===== config.mk =====
export PLATFORM = sky130hd
export DESIGN_NAME = fetch_decode_queue_flat
export DESIGN_NICKNAME = d
export VERILOG_FILES = /design/src/rtl/fetch_decode_queue_pkg.sv /design/src/rtl/fetch_decode_queue_if.sv /design/src/rtl/fetch_decode_queue_ptr.sv /design/src/rtl/fetch_decode_queue.sv /design/src/flat_wrapper.sv
export SDC_FILE = /design/constraint.sdc
export NUM_CORES = 1
export LEC_CHECK = 0
export CORE_UTILIZATION = 50
export DETAILED_ROUTE_END_ITERATION = 10
export PLACE_DENSITY = 0.91
export SLEW_MARGIN = 40
export SYNTH_ARGS = -nofsm -noshare
export SYNTH_HDL_FRONTEND = slang
export SYNTH_HIERARCHICAL = 1
export SYNTH_SLANG_ARGS = --single-unit

===== constraint.sdc =====
create_clock -name clk -period 2.23 [get_ports clk]
set_clock_uncertainty 0.2 [all_clocks]
set_input_delay 0.446 -clock clk [delete_from_list [all_inputs] [get_ports clk]]
set_output_delay 0.446 -clock clk [all_outputs]
set_load 0.05 [all_outputs]

===== src/rtl/fetch_decode_queue_pkg.sv =====
// Shared types and constants for the IF/ID elastic queue.
package fetch_decode_queue_pkg;

  localparam logic [31:0] NOP_INSTR = 32'h00000013;
  localparam int          FDQ_DEPTH = 2;

  typedef struct packed {
    logic [31:0] instr;
    logic [31:0] Address;
    logic [31:0] PC4;
  } Fetch_Bundle;

endpackage


===== src/rtl/fetch_decode_queue_if.sv =====
// Fetch-side and decode-side handshake bundle of the IF/ID queue.
interface fetch_decode_queue_if
  import fetch_decode_queue_pkg::*;
#(
  parameter int DEPTH = FDQ_DEPTH
);
  localparam int PTR_W = $clog2(DEPTH);

  Fetch_Bundle      FB;
  logic             fb_valid;
  logic             fb_ready;
  logic             flush;
  logic [31:0]      dq_instr;
  logic [31:0]      dq_address;
  logic [31:0]      dq_pc4;
  logic             dq_valid;
  logic             dq_ready;
  logic [PTR_W:0]   dq_count;

  modport master (
    output FB, fb_valid, flush, dq_ready,
    input  fb_ready, dq_instr, dq_address,
    input  dq_pc4, dq_valid, dq_count
  );

  modport slave (
    input  FB, fb_valid, flush, dq_ready,
    output fb_ready, dq_instr, dq_address,
    output dq_pc4, dq_valid, dq_count
  );

endinterface


===== src/rtl/fetch_decode_queue_ptr.sv =====
// Wrapping queue pointer with synchronous clear and increment.
module fdq_ptr #(
  parameter int W = 1
) (
  input  logic         clk,
  input  logic         reset,
  input  logic         inc,
  input  logic         clr,
  output logic [W-1:0] ptr
);

  always_ff @(posedge clk or negedge reset) begin
    if (!reset) begin
      ptr <= '0;
    end else if (clr) begin
      ptr <= '0;
    end else if (inc) begin
      ptr <= ptr + 1'b1;
    end
  end

endmodule


===== src/rtl/fetch_decode_queue.sv =====
// IF/ID elastic FIFO with single-cycle flush.
// FDQ_BYPASS_EN adds a zero-latency FB->dq path when empty.
module fetch_decode_queue
  import fetch_decode_queue_pkg::*;
#(
  parameter int DEPTH = FDQ_DEPTH
) (
  input logic                  clk,
  input logic                  reset,
  fetch_decode_queue_if.slave  bus
);

  localparam int PTR_W = $clog2(DEPTH);
  localparam logic [PTR_W:0] FULL = (PTR_W+1)'(DEPTH);

  Fetch_Bundle      mem [DEPTH];
  Fetch_Bundle      head;
  logic [PTR_W-1:0] wr_ptr;
  logic [PTR_W-1:0] rd_ptr;
  logic [PTR_W:0]   count;
  logic             occ;
  logic             byp;
  logic             wr_en;
  logic             rd_en;

  assign occ = (count != '0);

`ifdef FDQ_BYPASS_EN
  assign byp = reset & ~occ & bus.fb_valid & ~bus.flush;
`else
  assign byp = 1'b0;
`endif

  assign bus.fb_ready = (count != FULL);
  assign bus.dq_valid = occ | byp;
  assign bus.dq_count = count;

  // A bypassed entry consumed in the same cycle never touches storage.
  assign wr_en = bus.fb_valid & bus.fb_ready & ~bus.flush
               & ~(byp & bus.dq_ready);
  assign rd_en = occ & bus.dq_ready & ~bus.flush;

  fdq_ptr #(.W(PTR_W)) u_wr_ptr (
    .clk   (clk),
    .reset (reset),
    .inc   (wr_en),
    .clr   (bus.flush),
    .ptr   (wr_ptr)
  );

  fdq_ptr #(.W(PTR_W)) u_rd_ptr (
    .clk   (clk),
    .reset (reset),
    .inc   (rd_en),
    .clr   (bus.flush),
    .ptr   (rd_ptr)
  );

  always_ff @(posedge clk or negedge reset) begin
    if (!reset) begin
      for (int i = 0; i < DEPTH; i++) begin
        mem[i] <= '0;
      end
    end else if (wr_en) begin
      mem[wr_ptr] <= bus.FB;
    end
  end

  always_ff @(posedge clk or negedge reset) begin
    if (!reset) begin
      count <= '0;
    end else if (bus.flush) begin
      count <= '0;
    end else begin
      unique case ({wr_en, rd_en})
        2'b10:   count <= count + 1'b1;
        2'b01:   count <= count - 1'b1;
        default: count <= count;
      endcase
    end
  end

  assign head = mem[rd_ptr];

  // Empty queue shows a NOP so decode never acts on stale storage.
  always_comb begin
    bus.dq_instr   = NOP_INSTR;
    bus.dq_address = '0;
    bus.dq_pc4     = '0;
    unique case (1'b1)
      byp: begin
        bus.dq_instr   = bus.FB.instr;
        bus.dq_address = bus.FB.Address;
        bus.dq_pc4     = bus.FB.PC4;
      end
      occ: begin
        bus.dq_instr   = head.instr;
        bus.dq_address = head.Address;
        bus.dq_pc4     = head.PC4;
      end
      default: ;
    endcase
  end

endmodule


===== src/flat_wrapper.sv =====
// flat-port wrapper written by rule: the top's interface ports become plain ports
module fetch_decode_queue_flat import fetch_decode_queue_pkg::*;
#(
  parameter int DEPTH = FDQ_DEPTH
)
  (clk, reset, bus_FB, bus_fb_valid, bus_flush, bus_dq_ready, bus_fb_ready, bus_dq_instr, bus_dq_address, bus_dq_pc4, bus_dq_valid, bus_dq_count);
  fetch_decode_queue_if #(.DEPTH(DEPTH)) bus_i ();
  input logic clk;
  input logic reset;
  input wire logic [$bits(bus_i.FB)-1:0] bus_FB;
  input wire logic [$bits(bus_i.fb_valid)-1:0] bus_fb_valid;
  input wire logic [$bits(bus_i.flush)-1:0] bus_flush;
  input wire logic [$bits(bus_i.dq_ready)-1:0] bus_dq_ready;
  output wire logic [$bits(bus_i.fb_ready)-1:0] bus_fb_ready;
  output wire logic [$bits(bus_i.dq_instr)-1:0] bus_dq_instr;
  output wire logic [$bits(bus_i.dq_address)-1:0] bus_dq_address;
  output wire logic [$bits(bus_i.dq_pc4)-1:0] bus_dq_pc4;
  output wire logic [$bits(bus_i.dq_valid)-1:0] bus_dq_valid;
  output wire logic [$bits(bus_i.dq_count)-1:0] bus_dq_count;
  assign bus_i.FB = bus_FB;
  assign bus_i.fb_valid = bus_fb_valid;
  assign bus_i.flush = bus_flush;
  assign bus_i.dq_ready = bus_dq_ready;
  assign bus_fb_ready = bus_i.fb_ready;
  assign bus_dq_instr = bus_i.dq_instr;
  assign bus_dq_address = bus_i.dq_address;
  assign bus_dq_pc4 = bus_i.dq_pc4;
  assign bus_dq_valid = bus_i.dq_valid;
  assign bus_dq_count = bus_i.dq_count;
  fetch_decode_queue #(.DEPTH(DEPTH)) u_core (.clk(clk), .reset(reset), .bus(bus_i));
endmodule

==> impl_metrics.toml, run 1 <==
[clock_tree]
root_buffer = "clkbuf_16"
clock-sinks = 196
cts_htree_levels = 4
clk_pin_slew_worst_paths_ps = 70
cts_inserted_buffers = 17
cts_max_path_buffers = 2
tritoncts = "yes"
clock_latency_ps = 430

[die]
row_count = 48
die-height_um = 134
die_area_um2 = 18100
io_pins = 201
coreArea_um2 = 17200
fp.dieW_um = 134
start_util_pct = 50.9

[routing]
drt_wl_total_um = 24600
vias = 6150
via_per_inst = 5.45
wl_per_cell_um = 21.8
ant_nets = 0
first_pass_iters = 4
drcViolationCount = 0
drt-initial-drc-count = 200

[global_routing]
busiest_layer = "met2"
met2_usage_pct = 46.1
grt-ovfl-total = 0
grtUsageMet1_pct = 32.2
grt_pass1_vias = 6712
grt_use_met3_pct = 6.08
grt_pass1_wl_um = 36100
grt_max_degree = 55
grt_util_all_layers_pct = 26.3
antenna_found_initial = 0

[run_status]
violations = "setup timing"
status = "finished, violations left"

[synthesis]
yosysWarnings = 6
synthTopCellsByArea = "dfrtp_1 (56%), mux2_2 (20%), mux2i_1 (11%)"
synth_cell_types = 24
synth_nets = 744
netlist_area_um2 = 8770
yosysSeqAreaShare_pct = 55.9
synth_top_cell_area_share_pct = 55.9
synth_largest_area_cell = "dfrtp_1"
synthCells = 643
synth-seq-cells = 196
synth_area_per_cell_um2 = 13.6

[sta]
fin_crit_sh_pct = 110
final_max_slew_viol_count = 0
relSlewSlack_pct = 67.9
fin_crit_ps = 2460
tightest_slew_ps = 484
rsz0062_at_grt = "true"
hold_viol = 0
fmax_mhz = 407
setup_viol = 97
finalWorstSetupSlack_ps = -229

[worst_setup_path]
cp.required_ps = 1580
rr_startpoint = "u_core/bus.dq_count[0]$_DFFE_PN0P_"
rrSetupSlack_ps = 70
startpoint_type = "register"
cp_max_fo = 7
critPathKind = "reg2out"
r2r_end = "u_core/mem[3]$_DFFE_PN0P_"
cp-end-kind = "primary output"
r2r_cells = 7
arrival_ps = 1810

[hold_path]
hold_end = "u_core/mem[126]$_DFFE_PN0P_"
hold_start = "u_core/mem[126]$_DFFE_PN0P_"
worstHoldPathType = "reg2reg"
min_delay_path_depth = 1

[placed_design]
port_buffers = 200
gp_congestion = 0.749
placed_area_um2 = 12200
dp_hpwl_um = 14500

[layout]
fin_nets = 991
syn2layout_area_growth_pct = 58.7
drive_gt1_share_pct = 53.3
final_util_pct = 80.7
diodes = 0
design_area_um2 = 13900

[pwr]
power_frac_clock_pct = 25.1
p_int_mw = 8.68
swShare_pct = 32.9
max-vdd-ir-drop_uv = 585
p_comb_share_pct = 34.2
p_switching_mw = 4.26
cellPowerDensity_nw_per_um2 = 930
p_leak_nw = 5.83
p_seq_share_pct = 40.7

[run]
cap_viol_max_count = 0
-- worst max path at each step --
stage / startpoint / to / slack (ps)
finish: u_core/u_rd_ptr/ptr$_DFFE_PN0P_ / bus_dq_pc4[31] / -230
global route: u_core/u_rd_ptr/ptr$_DFFE_PN0P_ / bus_dq_pc4[31] / -280
CTS: u_core/u_rd_ptr/ptr$_DFFE_PN0P_ / bus_dq_instr[1] / -210
detailed placement: bus_fb_valid / u_core/mem[134]$_DFFE_PN0P_ / -270
global placement: bus_fb_valid / u_core/mem[175]$_DFFE_PN0P_ / -220
floorplan: u_core/bus.dq_count[1]$_DFFE_PN0P_ / u_core/mem[54]$_DFFE_PN0P_ / -100
-- Yosys cell counts, drive strengths merged --
| cell type | n |
|---|---|
| nor3 | 1 |
| xnor2 | 2 |
| nor2b | 1 |
| or2 | 1 |
| nand3b | 1 |
| mux2 | 192 |
| buf | 34 |
| nor2 | 96 |
| inv | 3 |
| nor3b | 2 |
| a21oi | 3 |
| a21o | 1 |
| o211ai | 1 |
| clkbuf | 7 |
| nor4 | 1 |
| nand2 | 3 |
| mux2i | 97 |
| nand4b | 1 |
| dfrtp | 196 |
-- kinds of logic (layout without fill, tap and decap cells) --
family | Yosys count | count (layout) | synth area share, %
buffers and inverters | 44 | 304 | 2.71
AO/OA/AOI/OAI | 5 | 5 | 0.343
XOR/XNOR | 2 | 2 | 0.200
multiplexers | 289 | 289 | 35.7
flip-flops | 196 | 196 | 55.9
AND/OR/NAND/NOR | 107 | 107 | 5.07
-- sequential cells by signal, indices dropped and copies added (netlist names) --
| signal | count |
|---|---|
| u_core/u_rd_ptr/ptr | 1 |
| u_core/bus.dq_count | 2 |
| u_core/mem | 192 |
| u_core/u_wr_ptr/ptr | 1 |
-- timing repair --
item                                    in CTS  in global routing
gates cloned                                 3                  5
endpoints found under the hold margin       44                  0
resized for setup                           68                 88
setup buffers                               13                  8
endpoints found under the setup margin      94                 98
hold buffers                                 1                  0
pin swaps                                    1                  9
-- cell usage in the layout, fill, tap and decap left out, types with 2 or more instances in the layout --
cell type,Yosys,final
mux2i_4,0,23
mux2_2,152,112
inv_6,0,5
buf_12,0,75
nor2_1,96,15
clkinv_4,0,2
clkbuf_16,0,21
dfrtp_1,196,193
nor2_2,0,57
mux2i_2,0,13
bufinv_16,0,3
mux2_1,40,40
buf_6,4,44
mux2_4,0,40
buf_4,5,31
mux2i_1,97,61
nor2_4,0,24
a21oi_1,3,3
inv_8,0,2
buf_8,0,7
nand2_4,0,3
dfrtp_2,0,2
buf_16,0,6
clkdlybuf4s50_1,0,99
xnor2_1,2,2
clkinvlp_4,0,4
nor3b_1,2,2
-- area by class of cell --
| cell class | count | area [um^2] |
|---|---|---|
| Clock buffer | 17 | 425 |
| Clock inverter | 15 | 194 |
| Fill cell | 859 | 3320 |
| Inverter | 3 | 18.8 |
| Multi-Input combinational cell | 403 | 4460 |
| Sequential cell | 196 | 4910 |
| Tap cell | 225 | 282 |
| Timing Repair Buffer | 269 | 3620 |
-- metrics by stage --
step	setup WS, ps	instances	setup TNS, ps	total power, mW	hold WS [ps]
final	-229	1128	-12840	12.9	292
after global routing	-283	1128	-17520	13.4	303
after CTS	-211	1117	-12490	12.5	292
after detailed placement	-267	1068	-23600	8.99	228
after global placement	-219	1068	-20640	8.81	228
after floorplan	-99.4	643	-6300	7.48	-49.6
-- metal layers --
metal  part of all wire (%)  vias up
li1                       -     2753
met1                     39     3153
met2                     53      196
met3                    5.0       48
met4                    2.5        0
met5                      0        -
-- critical path: stages, from the launching register on --
cell       delay (ps)
dfrtp_4           510
buf_12            160
clkbuf_16         170
mux2i_1           160
nor2_2            220
buf_12            170
-- power by group through the flow --
stage	registers, mW	clock network [mW]	logic [mW]
detailed placement	5.11	0	3.88
global placement	5.04	0	3.77
finish	5.27	3.24	4.43
floorplan	4.94	0	2.53
global route	5.37	3.43	4.64
CTS	5.09	3.28	4.14
No activity file was read; power rests on OpenSTA's default activity.
==> run 2: changes to the inputs <==
--- a/config.mk
+++ b/config.mk
@@ -6,6 +6,7 @@
 export NUM_CORES = 1
 export LEC_CHECK = 0
 export CORE_UTILIZATION = 50
+export CTS_BUF_LIST = sky130_fd_sc_hd__clkbuf_16
 export DETAILED_ROUTE_END_ITERATION = 10
 export PLACE_DENSITY = 0.91
 export SLEW_MARGIN = 40
==> results of run 2 <==
Final layout, timing and power as in run 1 (identical DEF).
